$ cat src/rtl/stream_element_counter.sv
// stream_element_counter
//   Pass-through stage for an ndata stream (NUM_ELEMENTS lanes with per-lane
//   keep and last). Counts kept elements and accepted beats of each stream and
//   publishes one {elems, beats} record per stream on a ready/valid channel
//   once the stream's last beat is accepted.
//
//   Ports:
//     clk, rst          clock, synchronous active-high reset
//     in_data/in_keep/in_last/in_valid/in_ready      upstream beat channel
//     out_data/out_keep/out_last/out_valid/out_ready downstream beat channel
//     count_elems/count_beats/count_valid/count_ready per-stream record channel
//     count_overflow    (only with STREAM_ELEMENT_COUNTER_SATURATE_EN) record
//                       flag: a counter saturated somewhere in the stream
//
//   Build option: define STREAM_ELEMENT_COUNTER_SATURATE_EN to make both
//   counters saturate at 2^COUNT_WIDTH-1 and add count_overflow. Without it
//   the counters wrap modulo 2^COUNT_WIDTH.
module stream_element_counter #(
    parameter int DATA_WIDTH   = 32,
    parameter int NUM_ELEMENTS = 8,
    parameter int COUNT_WIDTH  = 32
) (
    input  logic                               clk,
    input  logic                               rst,
    input  logic [NUM_ELEMENTS*DATA_WIDTH-1:0] in_data,
    input  logic [NUM_ELEMENTS-1:0]            in_keep,
    input  logic                               in_last,
    input  logic                               in_valid,
    output logic                               in_ready,
    output logic [NUM_ELEMENTS*DATA_WIDTH-1:0] out_data,
    output logic [NUM_ELEMENTS-1:0]            out_keep,
    output logic                               out_last,
    output logic                               out_valid,
    input  logic                               out_ready,
    output logic [COUNT_WIDTH-1:0]             count_elems,
    output logic [COUNT_WIDTH-1:0]             count_beats,
    output logic                               count_valid,
    input  logic                               count_ready
`ifdef STREAM_ELEMENT_COUNTER_SATURATE_EN
    ,
    output logic                               count_overflow
`endif
);

    localparam logic [COUNT_WIDTH-1:0] ONE = COUNT_WIDTH'(1);

    function automatic logic [COUNT_WIDTH-1:0] popcount(input logic [NUM_ELEMENTS-1:0] k);
        logic [COUNT_WIDTH-1:0] c;
        c = '0;
        for (int i = 0; i < NUM_ELEMENTS; i++) begin
            c = c + COUNT_WIDTH'(k[i]);
        end
        return c;
    endfunction

`ifdef STREAM_ELEMENT_COUNTER_SATURATE_EN
    function automatic logic cnt_carry(input logic [COUNT_WIDTH-1:0] a,
                                       input logic [COUNT_WIDTH-1:0] b);
        logic [COUNT_WIDTH:0] s;
        s = {1'b0, a} + {1'b0, b};
        return s[COUNT_WIDTH];
    endfunction

    // Clamp to all-ones when the true sum does not fit.
    function automatic logic [COUNT_WIDTH-1:0] cnt_add(input logic [COUNT_WIDTH-1:0] a,
                                                       input logic [COUNT_WIDTH-1:0] b);
        logic [COUNT_WIDTH:0] s;
        s = {1'b0, a} + {1'b0, b};
        return s[COUNT_WIDTH] ? '1 : s[COUNT_WIDTH-1:0];
    endfunction
`else
    function automatic logic [COUNT_WIDTH-1:0] cnt_add(input logic [COUNT_WIDTH-1:0] a,
                                                       input logic [COUNT_WIDTH-1:0] b);
        return a + b;
    endfunction
`endif

    logic [COUNT_WIDTH-1:0] acc_elems;
    logic [COUNT_WIDTH-1:0] acc_beats;
    logic [COUNT_WIDTH-1:0] keep_cnt;
    logic [COUNT_WIDTH-1:0] sum_elems;
    logic [COUNT_WIDTH-1:0] sum_beats;
    logic                   stall;
    logic                   fire;

    // Only a last beat needs the record slot, so only it waits on a pending
    // record; non-last beats of the following stream keep flowing.
    assign stall     = in_last && count_valid && !count_ready;
    assign in_ready  = out_ready && !stall && !rst;
    assign out_valid = in_valid && !stall && !rst;
    assign fire      = in_valid && in_ready;

    assign out_data  = in_data;
    assign out_keep  = in_keep;
    assign out_last  = in_last;

    assign keep_cnt  = popcount(in_keep);
    assign sum_elems = cnt_add(acc_elems, keep_cnt);
    assign sum_beats = cnt_add(acc_beats, ONE);

`ifdef STREAM_ELEMENT_COUNTER_SATURATE_EN
    logic acc_ovf;
    logic step_ovf;
    assign step_ovf = cnt_carry(acc_elems, keep_cnt) | cnt_carry(acc_beats, ONE);
`endif

    always_ff @(posedge clk) begin
        if (rst) begin
            acc_elems   <= '0;
            acc_beats   <= '0;
            count_elems <= '0;
            count_beats <= '0;
            count_valid <= 1'b0;
`ifdef STREAM_ELEMENT_COUNTER_SATURATE_EN
            acc_ovf        <= 1'b0;
            count_overflow <= 1'b0;
`endif
        end else begin
            if (fire) begin
                if (in_last) begin
                    count_elems <= sum_elems;
                    count_beats <= sum_beats;
                    count_valid <= 1'b1;
                    acc_elems   <= '0;
                    acc_beats   <= '0;
`ifdef STREAM_ELEMENT_COUNTER_SATURATE_EN
                    count_overflow <= acc_ovf | step_ovf;
                    acc_ovf        <= 1'b0;
`endif
                end else begin
                    acc_elems <= sum_elems;
                    acc_beats <= sum_beats;
`ifdef STREAM_ELEMENT_COUNTER_SATURATE_EN
                    acc_ovf   <= acc_ovf | step_ovf;
`endif
                end
            end
            // A record loaded in the same cycle as a consume keeps valid high.
            if (count_valid && count_ready && !(fire && in_last)) begin
                count_valid <= 1'b0;
            end
        end
    end

endmodule

$ cat config.mk
export PLATFORM = sky130hd
export DESIGN_NAME = stream_element_counter
export DESIGN_NICKNAME = d
export VERILOG_FILES = /design/src/rtl/stream_element_counter.sv
export SDC_FILE = /design/constraint.sdc
export NUM_CORES = 1
export LEC_CHECK = 0
export ABC_AREA = 0
export CAP_MARGIN = 30
export CORE_AREA = 2 2 234 236
export DETAILED_ROUTE_END_ITERATION = 10
export DIE_AREA = 0 0 236 238
export PLACE_DENSITY = 0.46
export SLEW_MARGIN = 15
export SYNTH_ARGS = -nofsm -noshare
export SYNTH_HDL_FRONTEND = slang
export SYNTH_SLANG_ARGS = --single-unit
export TNS_END_PERCENT = 20
$ cat constraint.sdc
create_clock -name clk -period 3.82 [get_ports clk]
set_input_delay 0.573 -clock clk [delete_from_list [all_inputs] [get_ports clk]]
set_output_delay 0.573 -clock clk [all_outputs]
set_load 0.05 [all_outputs]
==> results by group, run 1 <==
Clock tree
  • Maximum level of the CTS H-tree: 4
  • CTS Buffer Depth: 2
  • CTS Buf Count: 17
  • Hold_buf cts: 0
  • Clk pin slew, worst setup/hold paths: roughly 0.060 ns
  • CTS tree: done
  • CTS sink count: roughly 130
  • Root Buffer: clkbuf_16
  • Clk Latency, worst-skew pair: roughly 0.43 ns

Synth
  • EDFF count, synth: 0
  • Synth Register Bits: between 100 and 150
  • Count leader, synth: buf_4
  • Ys async rst share: 0
  • Mean Syn Cell Area: around 8 sq um
  • Ys Warns: 0
  • Commonest cells in the netlist: buf_4 (268), dfxtp_1 (129), nor2_1 (98), a21oi_1 (56), nand2_1 (52)
  • Most area-consuming cells after synthesis: dfxtp_1 (30%), buf_4 (23%), nor2_1 (4.2%), a211oi_1 (4.2%), a21oi_1 (3.2%)
  • Synth area leader: dfxtp_1
  • Mapped Area: 0.00866 sq mm
  • Syn Nets: 1355
  • Synth unique cells: slightly below 70
  • Synth top area share: 0.298
  • Gate Count Post-Synth: between 1000 and 1500
  • Seq/Total Area, Yosys: 0.298
  • Primary FF master, synth: dfxtp_1

GRT
  • Grt total ovfl: 0
  • Pin count of the biggest net entering global routing: 101
  • Gr usage total: 0.119
  • Vias in the first global route: 6542
  • Initial antenna violation count: 1
  • Global-route wire length before repair: between 40 and 50 mm

STA
  • Slew margin rel.: 0.354
  • Final hold viol count: 0
  • Clock period minus worst slack: between 3 and 4 ns
  • Final setup fails: 0
  • Fmax: ~0.26 GHz
  • Worst-Margin Slew: ~0.96 ns
  • Clock skew: roughly 0.013 ns
  • Hold_ws: approximately 0.46 ns
  • Final cycle utilization of the critical path: 0.997
  • Final Max Slew Viols: 0
  • Setup_tns: 0 ns
  • RSZ-0062 raised after global routing: yes

Run status
  • Status: complete, no violations

Worst setup path
  • Critical path type: primary input to flip-flop
  • Worst path bufs/invs: 3
  • Arrival @ worst endpoint: slightly above 4 ns
  • CP peak stage delay: between 0.5 and 0.6 ns
  • CP Max Fanout: 2
  • Worst path slowest cell: fa_1
  • CP endpoint kind: flip-flop
  • CP Data Required Time: roughly 4.2 ns
  • Critical Path Source Type: primary input
  • Most common cell on crit path: fa_1
  • Largest delay share family, worst path: adder cells
  • Cells along the critical path: buf_6 -> fa_1 -> inv_1 -> fa_1 -> fa_1 -> fa_2 -> inv_2 -> fa_2 -> nand3_2 -> and2_4 -> or4_4 -> or3_4 -> a311oi_2

Finish
  • Nets: 1184
  • Share of cells above drive strength 1: 0.132
  • Design area: 0.00918 sq mm
  • N_diodes: 0
  • Area Growth Syn to Fin: 6.03%

Routing
  • DRC viols: 0
  • WL final: 34.2 mm
  • Vias per inst: 4.24
  • Initial DRT Pass Iterations: 5
  • DRT antenna net count: 0
  • Avg WL per Cell: 21.2 um
  • Detailed Route Iter0 Violations: ~470
  • DR vias: 6823

Placement
  • Dpl hpwl: ~27 mm
  • Port Buffers: 89
  • Gpl congestion: 0.783
  • Placed cell areas: roughly 0.0085 sq mm

Die
  • Die Footprint: 0.0562 sq mm
  • Row cnt: 85
  • Initial core utilization: 0.162
  • I/O Pins: around 600
  • Chip Height: approximately 240 um
  • Core Area: around 0.053 sq mm
  • Die X: between 200 and 250 um

Power and ir drop
  • PD cells: about 380 mW/mm^2
  • Static leakage: about 2.8 nW
  • Worst VDD drop: 0.000244 V
  • Design Power: 3.46 mW

Min path
  • Hold Path Class: flip-flop to flip-flop

Flow run
  • Max Cap Viol: 0
cell usage in the layout (no fill, tap or decap), types with 6 or more instances in the layout:
cell | synthesis | final
a211oi_1 | 48 | 48
a21oi_1 | 56 | 56
a311oi_1 | 11 | 10
a31oi_1 | 29 | 29
and2_1 | 7 | 6
and3_1 | 13 | 13
and4_1 | 9 | 9
buf_4 | 268 | 53
clkbuf_16 | 0 | 17
clkdlybuf4s50_1 | 0 | 83
dfxtp_1 | 129 | 129
ha_1 | 7 | 7
inv_1 | 20 | 19
nand2_1 | 52 | 51
nand2b_1 | 7 | 7
nand3_1 | 21 | 19
nand4_1 | 20 | 20
nor2_1 | 98 | 97
nor3_1 | 17 | 17
nor4_1 | 13 | 12
o21ai_0 | 44 | 44
or3_1 | 16 | 15
or4_1 | 7 | 7
xnor2_1 | 30 | 30
xor2_1 | 15 | 15
per-layer routing:
metal / vias up / global-route usage / wire length [um]
met2: 373 / 0.199 / 16800
met3: 80 / 0.0702 / 4340
met4: 0 / 0.0444 / 922
met5: - / 0 / 0
li1: 3157 / - / -
met1: 3213 / 0.122 / 12100
registers in the layout, indices dropped and copies added, names as in the netlist:
signal,count
acc_beats,32
acc_elems,32
count_beats,32
count_elems,32
count_valid,1
cells by family (layout without fill, tap and decap cells):
family                   Yosys count  count (layout)  synth area share
buffers and inverters            352             194             0.272
XOR/XNOR                          45              45            0.0455
AND/OR/NAND/NOR                  300             300             0.181
AO/OA/AOI/OAI                    231             231             0.177
adder cells (fa/ha/maj)           12              12            0.0217
flip-flops                       129             129             0.298
multiplexers                       4               4           0.00462
where the power goes:
group / internal, mW / switching, mW
clock: 0.985 / 0.683
sequential: 1.37 / 0.0165
combinational: 0.141 / 0.262
total: 2.50 / 0.961
per-stage QoR:
step | util | setup WS [ns] | cells
floorplan | - | -0.244 | 1073
global placement | 0.159 | -0.821 | 1575
detailed placement | 0.160 | -0.794 | 1576
CTS | 0.171 | -0.119 | 1609
global route | 0.172 | -0.116 | 1611
finish | 0.172 | 0.0125 | 1611
worst register-to-register path, stage by stage (launching register included):
cell and delay [ns]:
dfxtp_1 0.34, inv_1 0.06, fa_1 0.52, fa_1 0.43
fa_2 0.38, inv_2 0.07, fa_2 0.20, nand3_2 0.08
and2_4 0.15, or4_4 0.50, or3_4 0.34, a311oi_2 0.25
final cells by class:
class	count	area, sq um
inverter	21	78.8
timing repair buffer	141	1290
tap	696	871
clock buffer	18	439
clock inverter	14	153
fill	6005	44300
sequential	129	2580
multi-input combinational	592	3770
repair_timing:
| item | CTS | global route |
|---|---|---|
| buffers inserted | 1 | 2 |
| endpoints found under the setup margin | 50 | 33 |
| endpoints found under the hold margin | 0 | 0 |
| resized for setup | 18 | 4 |
| pin swaps | 11 | 10 |
| cloned | 0 | 0 |
worst paths after layout:
kind	from	endpoint	slack (ns)	cells after the start
setup reg to reg	acc_elems[0]	count_elems[30]	0.40	11
hold reg to reg	count_elems[4]	count_elems[4]	0.46	2
hold / removal	count_elems[4]	count_elems[4]	0.46	2
setup / recovery	in_keep[1]	count_elems[30]	0.01	13
Power figures use the tool's default switching activity.
==> run 2, diff against run 1 <==
--- a/config.mk
+++ b/config.mk
@@ -7,10 +7,11 @@
 export LEC_CHECK = 0
 export ABC_AREA = 0
 export CAP_MARGIN = 30
-export CORE_AREA = 2 2 234 236
+export CORE_AREA = 2 2 236 238
 export DETAILED_ROUTE_END_ITERATION = 10
-export DIE_AREA = 0 0 236 238
-export PLACE_DENSITY = 0.46
+export DIE_AREA = 0 0 238 240
+export GPL_ROUTABILITY_DRIVEN = 0
+export PLACE_DENSITY = 0.44
 export SLEW_MARGIN = 15
 export SYNTH_ARGS = -nofsm -noshare
 export SYNTH_HDL_FRONTEND = slang
==> constraint.sdc (replaced) <==
create_clock -name clk -period 4.75 [get_ports clk]
set_input_delay 0.7125 -clock clk [delete_from_list [all_inputs] [get_ports clk]]
set_output_delay 0.7125 -clock clk [all_outputs]
set_load 0.05 [all_outputs]
==> results by group, run 2 (synthesis results as in run 1) <==
Worst setup path
  • Most common cell on crit path: fa_1
  • Worst path slowest cell: fa_1
  • Crit path launch: in_keep[0]
  • Reg2Reg Launch Point: acc_elems[0]
  • FF-to-FF End: count_elems[30]
  • CP Max Fanout: 2
  • FF-to-FF path depth: 11
  • CP peak stage delay: about 0.55 ns
  • CP endpoint kind: flip-flop
  • Cells along the critical path: clkdlybuf4s50_1 -> fa_1 -> inv_1 -> fa_1 -> fa_1 -> fa_1 -> inv_1 -> fa_1 -> nand3_1 -> and2_1 -> or4_4 -> or3_1 -> a311oi_1
  • Reg2Reg Setup Slack: 1.24 ns
  • CP Data Required Time: 5.09 ns
  • Critical path type: primary input to flip-flop
  • Critical Path Source Type: primary input
  • Arrival @ worst endpoint: 4.76 ns

Min path
  • Hold Path Class: flip-flop to flip-flop
  • Worst hold start: count_beats[27]
  • Cells on Worst Hold Path: 2
  • Hold endpoint: count_beats[27]

Clock tree
  • Post-CTS Resized: 0
  • Postcts setup bufs: 0
  • CTS sink count: 129
  • CTS tree: done
  • CTS Buffer Depth: 2
  • Root Buffer: clkbuf_16
  • CTS Buf Count: 17
  • Clk Latency, worst-skew pair: ~0.44 ns
  • Clk pin slew, worst setup/hold paths: approximately 0.06 ns
  • Maximum level of the CTS H-tree: 4
  • Hold_buf cts: 0

Finish
  • Area Growth Syn to Fin: 4.94%
  • Commonest non-fill, non-tap cell in the layout: dfxtp_1
  • Share of cells above drive strength 1: 0.0980
  • Design area: 0.00909 sq mm
  • Fill count: approximately 6000
  • Commonest non-fill, non-tap cells in the layout: dfxtp_1 (129), nor2_1 (97), clkdlybuf4s50_1 (88)
  • Nets: about 1200
  • Finished Layout Cells: 1603

STA
  • Final hold viol count: 0
  • Final setup fails: 0
  • Clock skew: 0.00878 ns
  • Slew margin rel.: 0.401
  • RSZ-0062 raised after global routing: no
  • Fmax: roughly 0.23 GHz
  • Clock period minus worst slack: between 4 and 5 ns
  • Final Max Slew Viols: 0
  • Worst-Margin Slew: 0.896 ns
  • Final cycle utilization of the critical path: 0.930
  • Setup_tns: 0 ns

Die
  • Initial core utilization: 0.158
  • Chip Height: 240 um
  • Die X: roughly 240 um
  • Die Footprint: ~0.057 sq mm
  • Core Area: 0.0547 sq mm
  • I/O Pins: roughly 600
  • Row cnt: between 80 and 90

Power and ir drop
  • PD cells: between 300 and 400 mW/mm^2
  • Worst VDD drop: roughly 0.00017 V
  • Static leakage: roughly 2.8 nW

Routing
  • WL final: between 30 and 40 mm
  • Detailed Route Iter0 Violations: 472
  • Initial DRT Pass Iterations: 5
  • DRT antenna net count: 0
  • Vias per inst: around 4.2
  • DR vias: ~6700
  • DRC viols: 0
  • Avg WL per Cell: between 20 and 25 um

Placement
  • Dpl hpwl: between 20 and 25 mm
  • Placed cell areas: ~0.0084 sq mm
  • Post-Place Cells: between 1500 and 2000
  • Port Buffers: 89

GRT
  • Pin count of the biggest net entering global routing: 70
  • Global-route wire length before repair: about 46 mm
  • Grt total ovfl: 0
  • Gr usage total: 0.111
  • Vias in the first global route: approximately 6400
  • Initial antenna violation count: 2

Run status
  • Status: complete, no violations

Flow run
  • Max Cap Viol: 0
[run 2: changes by cell type in the layout (fill, tap and decap cells not counted), sizes merged]
cell / change
bufinv: +3
clkinvlp: -1
clkinv: -2
clkdlybuf4s50: +5
inv: -2
clkbuf: +2
diode: +1
buf: -22
[run 2: worst max-delay path by stage]
stage	end
6_report	count_elems[30]
5_1_grt	count_elems[30]
4_1_cts	count_elems[30]
3_5_place_dp	count_elems[30]
3_3_place_gp	count_elems[30]
2_1_floorplan	count_elems[30]
[run 2: layout make-up]
class | count | area (sq um) | area share
diodes | 1 | 2.50 | 0.000275
clock inverters | 12 | 204 | 0.0224
clock buffers | 20 | 457 | 0.0503
repair buffers | 124 | 1150 | 0.127
multi-input cells | 592 | 3730 | 0.410
flip-flops and latches | 129 | 2580 | 0.284
inverters | 21 | 78.8 | 0.00867
well taps | 704 | 881 | 0.0969
[run 2: metrics by stage]
step                      power [mW]  worst slack, ns   util  hold WS (ns)
after floorplan                 1.92            0.442      -         0.436
after global placement          1.46           -0.123  0.154         0.446
after detailed placement        1.46           -0.113  0.154         0.452
after CTS                       2.97            0.303  0.166         0.459
after global routing            3.04            0.187  0.166         0.476
final                           2.92            0.331  0.166         0.457
[run 2: power by group]
part	internal, mW	leakage (nW)	switching [mW]
Clock	0.962	0.313	0.537
Combinational	0.101	1.43	0.208
Sequential	1.10	1.04	0.0140
Total	2.17	2.78	0.758
[run 2: metal layers]
layer | GRT usage | share of wire
met5 | 0.00693 | 0.0021
met4 | 0.0428 | 0.030
met3 | 0.0691 | 0.13
met2 | 0.182 | 0.48
met1 | 0.114 | 0.35
[run 2: critical path: cells and delay by family]
kind / cells / cell delay [ns]
AO/OA/AOI/OAI: 1 / 0.26
adder cells (fa/ha/maj): 5 / 2.08
AND/OR/NAND/NOR: 4 / 1.14
buffers and inverters: 3 / 0.59
